==> src/rtl/bus_drive_if.sv <==
// bus_drive_if: handshake and bus signals between an upstream producer /
// arbiter side and the bus_drive_ctrl sequencer.
//   in_valid/in_data/in_ready : upstream word handshake
//   bus_req/bus_gnt           : arbiter request/grant
//   data_en/data_out          : tri-state driver enable and word
//   empty/full                : FIFO status
// master: producer/arbiter/driver side; slave: the sequencer itself.
interface bus_drive_if #(
  parameter int WIDTH = 8
);
  logic             in_valid;
  logic [WIDTH-1:0] in_data;
  logic             in_ready;
  logic             bus_req;
  logic             bus_gnt;
  logic             data_en;
  logic [WIDTH-1:0] data_out;
  logic             empty;
  logic             full;

  modport master (
    output in_valid, in_data, bus_gnt,
    input  in_ready, bus_req, data_en, data_out, empty, full
  );

  modport slave (
    input  in_valid, in_data, bus_gnt,
    output in_ready, bus_req, data_en, data_out, empty, full
  );
endinterface

==> src/rtl/bus_drive_ctrl.sv <==
// bus_drive_ctrl: buffers upstream words in a small FIFO, requests the shared
// bus, drives bursts of up to MAX_BURST words while granted, then idles the
// bus for TURN cycles before it may request again.
// Ports:
//   clk  : clock, rising edge
//   rst  : asynchronous active-high reset
//   bus  : bus_drive_if.slave (handshake, arbiter, driver and status signals)
//
// state    | meaning
// ---------+-------------------------------------------------------------
// ST_IDLE  | bus released, waiting for buffered data
// ST_REQ   | bus_req high, waiting for bus_gnt
// ST_DRIVE | data_en high, one FIFO word popped and driven per cycle
// ST_GAP   | bus released, TURN turnaround cycles before next request
module bus_drive_ctrl #(
  parameter int WIDTH     = 8,
  parameter int DEPTH     = 4,
  parameter int MAX_BURST = 4,
  parameter int TURN      = 1
) (
  input  logic      clk,
  input  logic      rst,
  bus_drive_if.slave bus
);

  localparam int PW = (DEPTH > 1) ? $clog2(DEPTH) : 1;
  localparam int CW = $clog2(DEPTH + 1);
  localparam int BW = (MAX_BURST > 1) ? $clog2(MAX_BURST) : 1;
  localparam int GW = $clog2(TURN + 1);

  localparam logic [PW-1:0] PTR_LAST   = PW'(DEPTH - 1);
  localparam logic [CW-1:0] DEPTH_C    = CW'(DEPTH);
  localparam logic [BW-1:0] BURST_LAST = BW'(MAX_BURST - 1);
  localparam logic [GW-1:0] GAP_LOAD   = GW'(TURN - 1);

  localparam logic [1:0] ST_IDLE  = 2'd0;
  localparam logic [1:0] ST_REQ   = 2'd1;
  localparam logic [1:0] ST_DRIVE = 2'd2;
  localparam logic [1:0] ST_GAP   = 2'd3;

  logic [1:0]       state, state_nxt;
  logic [WIDTH-1:0] mem [DEPTH];
  logic [PW-1:0]    wr_ptr, rd_ptr;
  logic [CW-1:0]    count, count_nxt;
  logic [BW-1:0]    burst_cnt;
  logic [GW-1:0]    gap_cnt;
  logic             push, pop;
  logic             driving;

  assign bus.in_ready = (count < DEPTH_C);
  assign bus.empty    = (count == '0);
  assign bus.full     = (count == DEPTH_C);

  assign push    = bus.in_valid && bus.in_ready;
  assign driving = (state == ST_DRIVE);
  assign pop     = driving;

  always_comb begin
    count_nxt = count;
    case ({push, pop})
      2'b10:   count_nxt = count + 1'b1;
      2'b01:   count_nxt = count - 1'b1;
      default: count_nxt = count;
    endcase
  end

  // The burst ends on the cycle the FIFO would run dry (counting a
  // concurrent push) or when the burst length limit is reached.
  always_comb begin
    state_nxt = state;
    case (state)
      ST_IDLE:  if (count != '0) state_nxt = ST_REQ;
      ST_REQ:   if (bus.bus_gnt) state_nxt = ST_DRIVE;
      ST_DRIVE: if (count_nxt == '0 || burst_cnt == BURST_LAST) state_nxt = ST_GAP;
      ST_GAP:   if (gap_cnt == '0) state_nxt = ST_IDLE;
      default:  state_nxt = ST_IDLE;
    endcase
  end

  always_ff @(posedge clk or posedge rst) begin
    if (rst) begin
      state     <= ST_IDLE;
      wr_ptr    <= '0;
      rd_ptr    <= '0;
      count     <= '0;
      burst_cnt <= '0;
      gap_cnt   <= '0;
    end else begin
      state <= state_nxt;
      count <= count_nxt;
      if (push) wr_ptr <= (wr_ptr == PTR_LAST) ? '0 : wr_ptr + 1'b1;
      if (pop)  rd_ptr <= (rd_ptr == PTR_LAST) ? '0 : rd_ptr + 1'b1;

      if (state == ST_REQ && bus.bus_gnt) burst_cnt <= '0;
      else if (driving)                   burst_cnt <= burst_cnt + 1'b1;

      // gap_cnt is a down-counter; GAP exits when it reaches zero, so
      // loading TURN-1 yields exactly TURN idle cycles.
      if (driving && state_nxt == ST_GAP)        gap_cnt <= GAP_LOAD;
      else if (state == ST_GAP && gap_cnt != '0) gap_cnt <= gap_cnt - 1'b1;
    end
  end

  // Storage needs no reset: the pointers and count define which entries are live.
  always_ff @(posedge clk) begin
    if (push) mem[wr_ptr] <= bus.in_data;
  end

  // Outputs decode only registered state and storage; a DRIVE cycle always
  // has count >= 1, so the head entry has been written.
  assign bus.data_en  = driving;
  assign bus.bus_req  = (state == ST_REQ) || driving;
  assign bus.data_out = driving ? mem[rd_ptr] : '0;

endmodule
==> src/flat_wrapper.sv <==
// flat-port wrapper written by rule: the top's interface ports become plain ports
module bus_drive_ctrl_flat 
#(
  parameter int WIDTH     = 8,
  parameter int DEPTH     = 4,
  parameter int MAX_BURST = 4,
  parameter int TURN      = 1
)
  (clk, rst, bus_in_valid, bus_in_data, bus_bus_gnt, bus_in_ready, bus_bus_req, bus_data_en, bus_data_out, bus_empty, bus_full);
  bus_drive_if #(.WIDTH(WIDTH)) bus_i ();
  input  logic clk;
  input  logic rst;
  input wire logic [$bits(bus_i.in_valid)-1:0] bus_in_valid;
  input wire logic [$bits(bus_i.in_data)-1:0] bus_in_data;
  input wire logic [$bits(bus_i.bus_gnt)-1:0] bus_bus_gnt;
  output wire logic [$bits(bus_i.in_ready)-1:0] bus_in_ready;
  output wire logic [$bits(bus_i.bus_req)-1:0] bus_bus_req;
  output wire logic [$bits(bus_i.data_en)-1:0] bus_data_en;
  output wire logic [$bits(bus_i.data_out)-1:0] bus_data_out;
  output wire logic [$bits(bus_i.empty)-1:0] bus_empty;
  output wire logic [$bits(bus_i.full)-1:0] bus_full;
  assign bus_i.in_valid = bus_in_valid;
  assign bus_i.in_data = bus_in_data;
  assign bus_i.bus_gnt = bus_bus_gnt;
  assign bus_in_ready = bus_i.in_ready;
  assign bus_bus_req = bus_i.bus_req;
  assign bus_data_en = bus_i.data_en;
  assign bus_data_out = bus_i.data_out;
  assign bus_empty = bus_i.empty;
  assign bus_full = bus_i.full;
  bus_drive_ctrl #(.WIDTH(WIDTH), .DEPTH(DEPTH), .MAX_BURST(MAX_BURST), .TURN(TURN)) u_core (.clk(clk), .rst(rst), .bus(bus_i));
endmodule
==> config.mk <==
export PLATFORM = sky130hd
export DESIGN_NAME = bus_drive_ctrl_flat
export DESIGN_NICKNAME = d
export VERILOG_FILES = /design/src/rtl/bus_drive_if.sv /design/src/rtl/bus_drive_ctrl.sv /design/src/flat_wrapper.sv
export SDC_FILE = /design/constraint.sdc
export NUM_CORES = 1
export LEC_CHECK = 0
export ABC_CLOCK_PERIOD_IN_PS = 2600
export CORE_MARGIN = 4
export CORE_UTILIZATION = 50
export DETAILED_ROUTE_END_ITERATION = 8
export HOLD_SLACK_MARGIN = 0.1
export PLACE_DENSITY = 0.72
export SYNTH_ARGS = -nofsm -noshare
export SYNTH_HDL_FRONTEND = slang
export SYNTH_SLANG_ARGS = --single-unit
==> constraint.sdc <==
create_clock -name clk -period 2.6 [get_ports clk]
set_input_delay 0.52 -clock clk [delete_from_list [all_inputs] [get_ports clk]]
set_output_delay 0.52 -clock clk [all_outputs]
set_load 0.05 [all_outputs]
==> flow_summary.json <==
{
  "h-tree-depth": 2,
  "drt_wl_total_um": 3203,
  "slew_violations": 0,
  "nFillCells": 289,
  "startpoint": "bus_in_valid",
  "worst_pin_slew_ps": 508.8,
  "path_clk_slew_ps": 80,
  "skew_ps": 4.016,
  "drc": 0,
  "critPathCaptureType": "flop",
  "relSlewSlack_pct": 65.97,
  "first_pass_iters": 6,
  "drtIter0Drc": 64,
  "diodes": 0,
  "track_usage_pct": 13.96,
  "yosysSeqAreaShare_pct": 62.45,
  "num_vias": 1121,
  "cts_made_buffers": 5,
  "crit_type": "input port to flop",
  "cts_tree": "built",
  "yosysWarnings": 0,
  "hpwl_um": 2287,
  "wl_per_cell_um": 15.40,
  "cts.sinks": 44,
  "endpoint": "u_core.state[0]$_DFF_PP0_",
  "num-nets-final": 184,
  "finalNonFillerCells": 208,
  "numPortBuffers": 24,
  "grt_max_degree": 16,
  "synth.avg_cell_area_um2": 15.65,
  "syn_area_mm2": 0.002019,
  "ff2ff_path_depth": 10,
  "post_drt_via_cell_ratio": 5.389,
  "hold_class": "input port to asynchronous set/reset pin",
  "grt_pass1_vias": 1150,
  "dp.cells": 200,
  "fin_util_pct": 63.74,
  "final.period_utilization_pct": 96.62,
  "grt_pass1_wl_um": 5368,
  "reg2reg_setup_slack_ps": 220,
  "fin_hold_ws_ps": 546.1,
  "path_max_fanout": 2,
  "die_w_um": 71.55,
  "syn_inst": 129,
  "die_area_mm2": 0.005119,
  "drtAntennaViolNets": 0,
  "min_period_ps": 2512,
  "io_pins": 25,
  "insertion_delay_ps": 290,
  "gr-total-overflow": 0,
  "initial_core_util_pct": 53.55,
  "cts_buffer_depth": 2,
  "status": "finished, final reports clean",
  "cp.arrival_ps": 2690,
  "setup_viol": 0,
  "rsz0062_at_grt": "false",
  "setup-tns-final_ps": 0,
  "worstReg2RegEnd": "u_core.state[0]$_DFF_PP0_",
  "root_buffer": "clkbuf_8",
  "start_kind": "input port",
  "maxCapViolations": 0,
  "reg2reg_from": "u_core.state[0]$_DFF_PP0_",
  "peakVddDrop_mv": 0.5552,
  "final_layout_size_suffix_gt1_share_pct": 22.50,
  "power_density_mw_per_mm2": 1087,
  "core_mm2": 0.003771,
  "synth.distinct_cells": 32,
  "area_growth_syn_to_layout_pct": 19.02,
  "rows": 22,
  "finalHoldViolCount": 0,
  "fin_total_pwr_mw": 2.612,
  "yosys_register_bits": 44,
  "power_leakage_nw": 0.9231,
  "cts_setup_buffers": 0,
  "worst_ep_required_time_ps": 2770,
  "die_h_um": 71.55,
  "gp_congestion": 0.8118,
  "antenna_found_initial": 0,
  "fmax_mhz": 398.1,
  "syn-num-nets": 154
}
-- synth_stat cells (all sizes together) --
master   count  area (µm²)
nor3         2       10.01
buf          3       23.77
mux4         8       180.2
ha          12       150.1
nor2         4       15.01
and2        12       75.07
o32a         1       11.26
o21ai        3       18.76
a211oi       1       12.51
nand2        2       7.510
fa           1       20.02
nor2b        2       12.51
a22o         1       8.760
xor2         1       8.760
mux2i        1       10.01
or3          1       6.260
dfrtp       12       300.3
o31ai        1       7.510
clkbuf       1       3.750
or4b         1       13.76
inv         10       37.54
o2bb2ai      1       15.01
a21oi        7       35.03
nand2b       3       18.77
mux2         2       22.52
o21bai       1       7.510
xnor2        3       26.28
edfxtp      32       960.9
-- report_power, final --
part / internal [mW] / switching (mW)
combinational: 0.478 / 0.565
clock: 0.285 / 0.208
sequential: 0.915 / 0.161
total: 1.68 / 0.934
-- cells by family (layout without fill, tap and decap cells) --
logic type | count (synthesis) | count (layout) | synth area share (%)
simple gates | 27 | 27 | 7.869
mux | 11 | 11 | 10.53
buf+inv | 14 | 45 | 3.222
fa+ha+maj | 13 | 13 | 8.426
compound gates | 16 | 16 | 5.762
xor+xnor | 4 | 4 | 1.735
flops | 44 | 44 | 62.45
-- stage by stage --
stage / setup slack (ps) / instance area [µm²]
after floorplan: 82.52 / 2022
after global routing: 9.584 / 2404
final: 87.99 / 2404
after CTS: 97.56 / 2402
after global placement: -127.4 / 2295
after detailed placement: -204.5 / 2295
-- layout by cell type (no fill, tap or decap), types with 2 or more instances in the layout --
cell and n:
a21oi_1 7, and2_1 12, buf_4 12, clkbuf_8 5
clkdlybuf4s50_1 15, dfrtp_1 11, edfxtp_1 32, ha_1 11
inv_1 10, mux2_2 2, mux4_2 8, nand2_1 2
nand2b_1 3, nor2_1 4, nor2b_1 2, nor3_1 2
xnor2_1 3
-- cell type report --
class | count | area [µm²] | share of cell area (%)
Clock buffer | 6 | 72.57 | 3.019
Timing Repair Buffer | 27 | 240.2 | 9.995
Tap cell | 48 | 60.06 | 2.499
Sequential cell | 44 | 1262 | 52.52
Clock inverter | 2 | 35.03 | 1.458
Inverter | 10 | 37.54 | 1.562
Multi-Input combinational cell | 71 | 695.7 | 28.94
-- layer usage --
layer,global-route usage [%],up-vias,share of wire [%]
li1,-,530,-
met1,16.65,559,43
met2,23.47,26,51
met3,3.506,6,4.2
met4,6.889,0,1.4
met5,0,-,0
-- flip-flops by register name (all words and copies together), names as in the netlist --
name	cells
u_core.mem	32
u_core.state	2
u_core.wr_ptr	2
u_core.gap_cnt	1
u_core.rd_ptr	2
u_core.count	3
u_core.burst_cnt	2
-- critical path, cell delays in order --
cell and delay, ps:
clkdlybuf4s50_1 450, nor2b_1 160, inv_1 70, ha_1 200
inv_1 70, fa_1 410, nor2b_1 160, a22o_1 180
o31ai_1 190, a21oi_1 80, o32a_2 190
-- how the worst min path moves through the flow --
stage                                    startpoint                              end  depth (start not counted)
finish                                          rst     u_core.rd_ptr[1]$_DFFE_PP0N_                          2
global placement    u_core.burst_cnt[1]$_DFFE_PP0P_  u_core.burst_cnt[1]$_DFFE_PP0P_                          2
floorplan                                       rst  u_core.burst_cnt[0]$_DFFE_PP0P_                          1
detailed placement  u_core.burst_cnt[0]$_DFFE_PP0P_  u_core.burst_cnt[0]$_DFFE_PP0P_                          2
global route                                    rst     u_core.rd_ptr[1]$_DFFE_PP0N_                          2
CTS                                             rst     u_core.rd_ptr[0]$_DFFE_PP0N_                          2
-- repair_timing --
action / 4_1_cts / 5_1_grt
resized for setup: 0 / 1
hold buffers: 0 / 0
endpoints found under the setup margin: 0 / 3
Note: power is estimated with default switching activity, not from simulation.
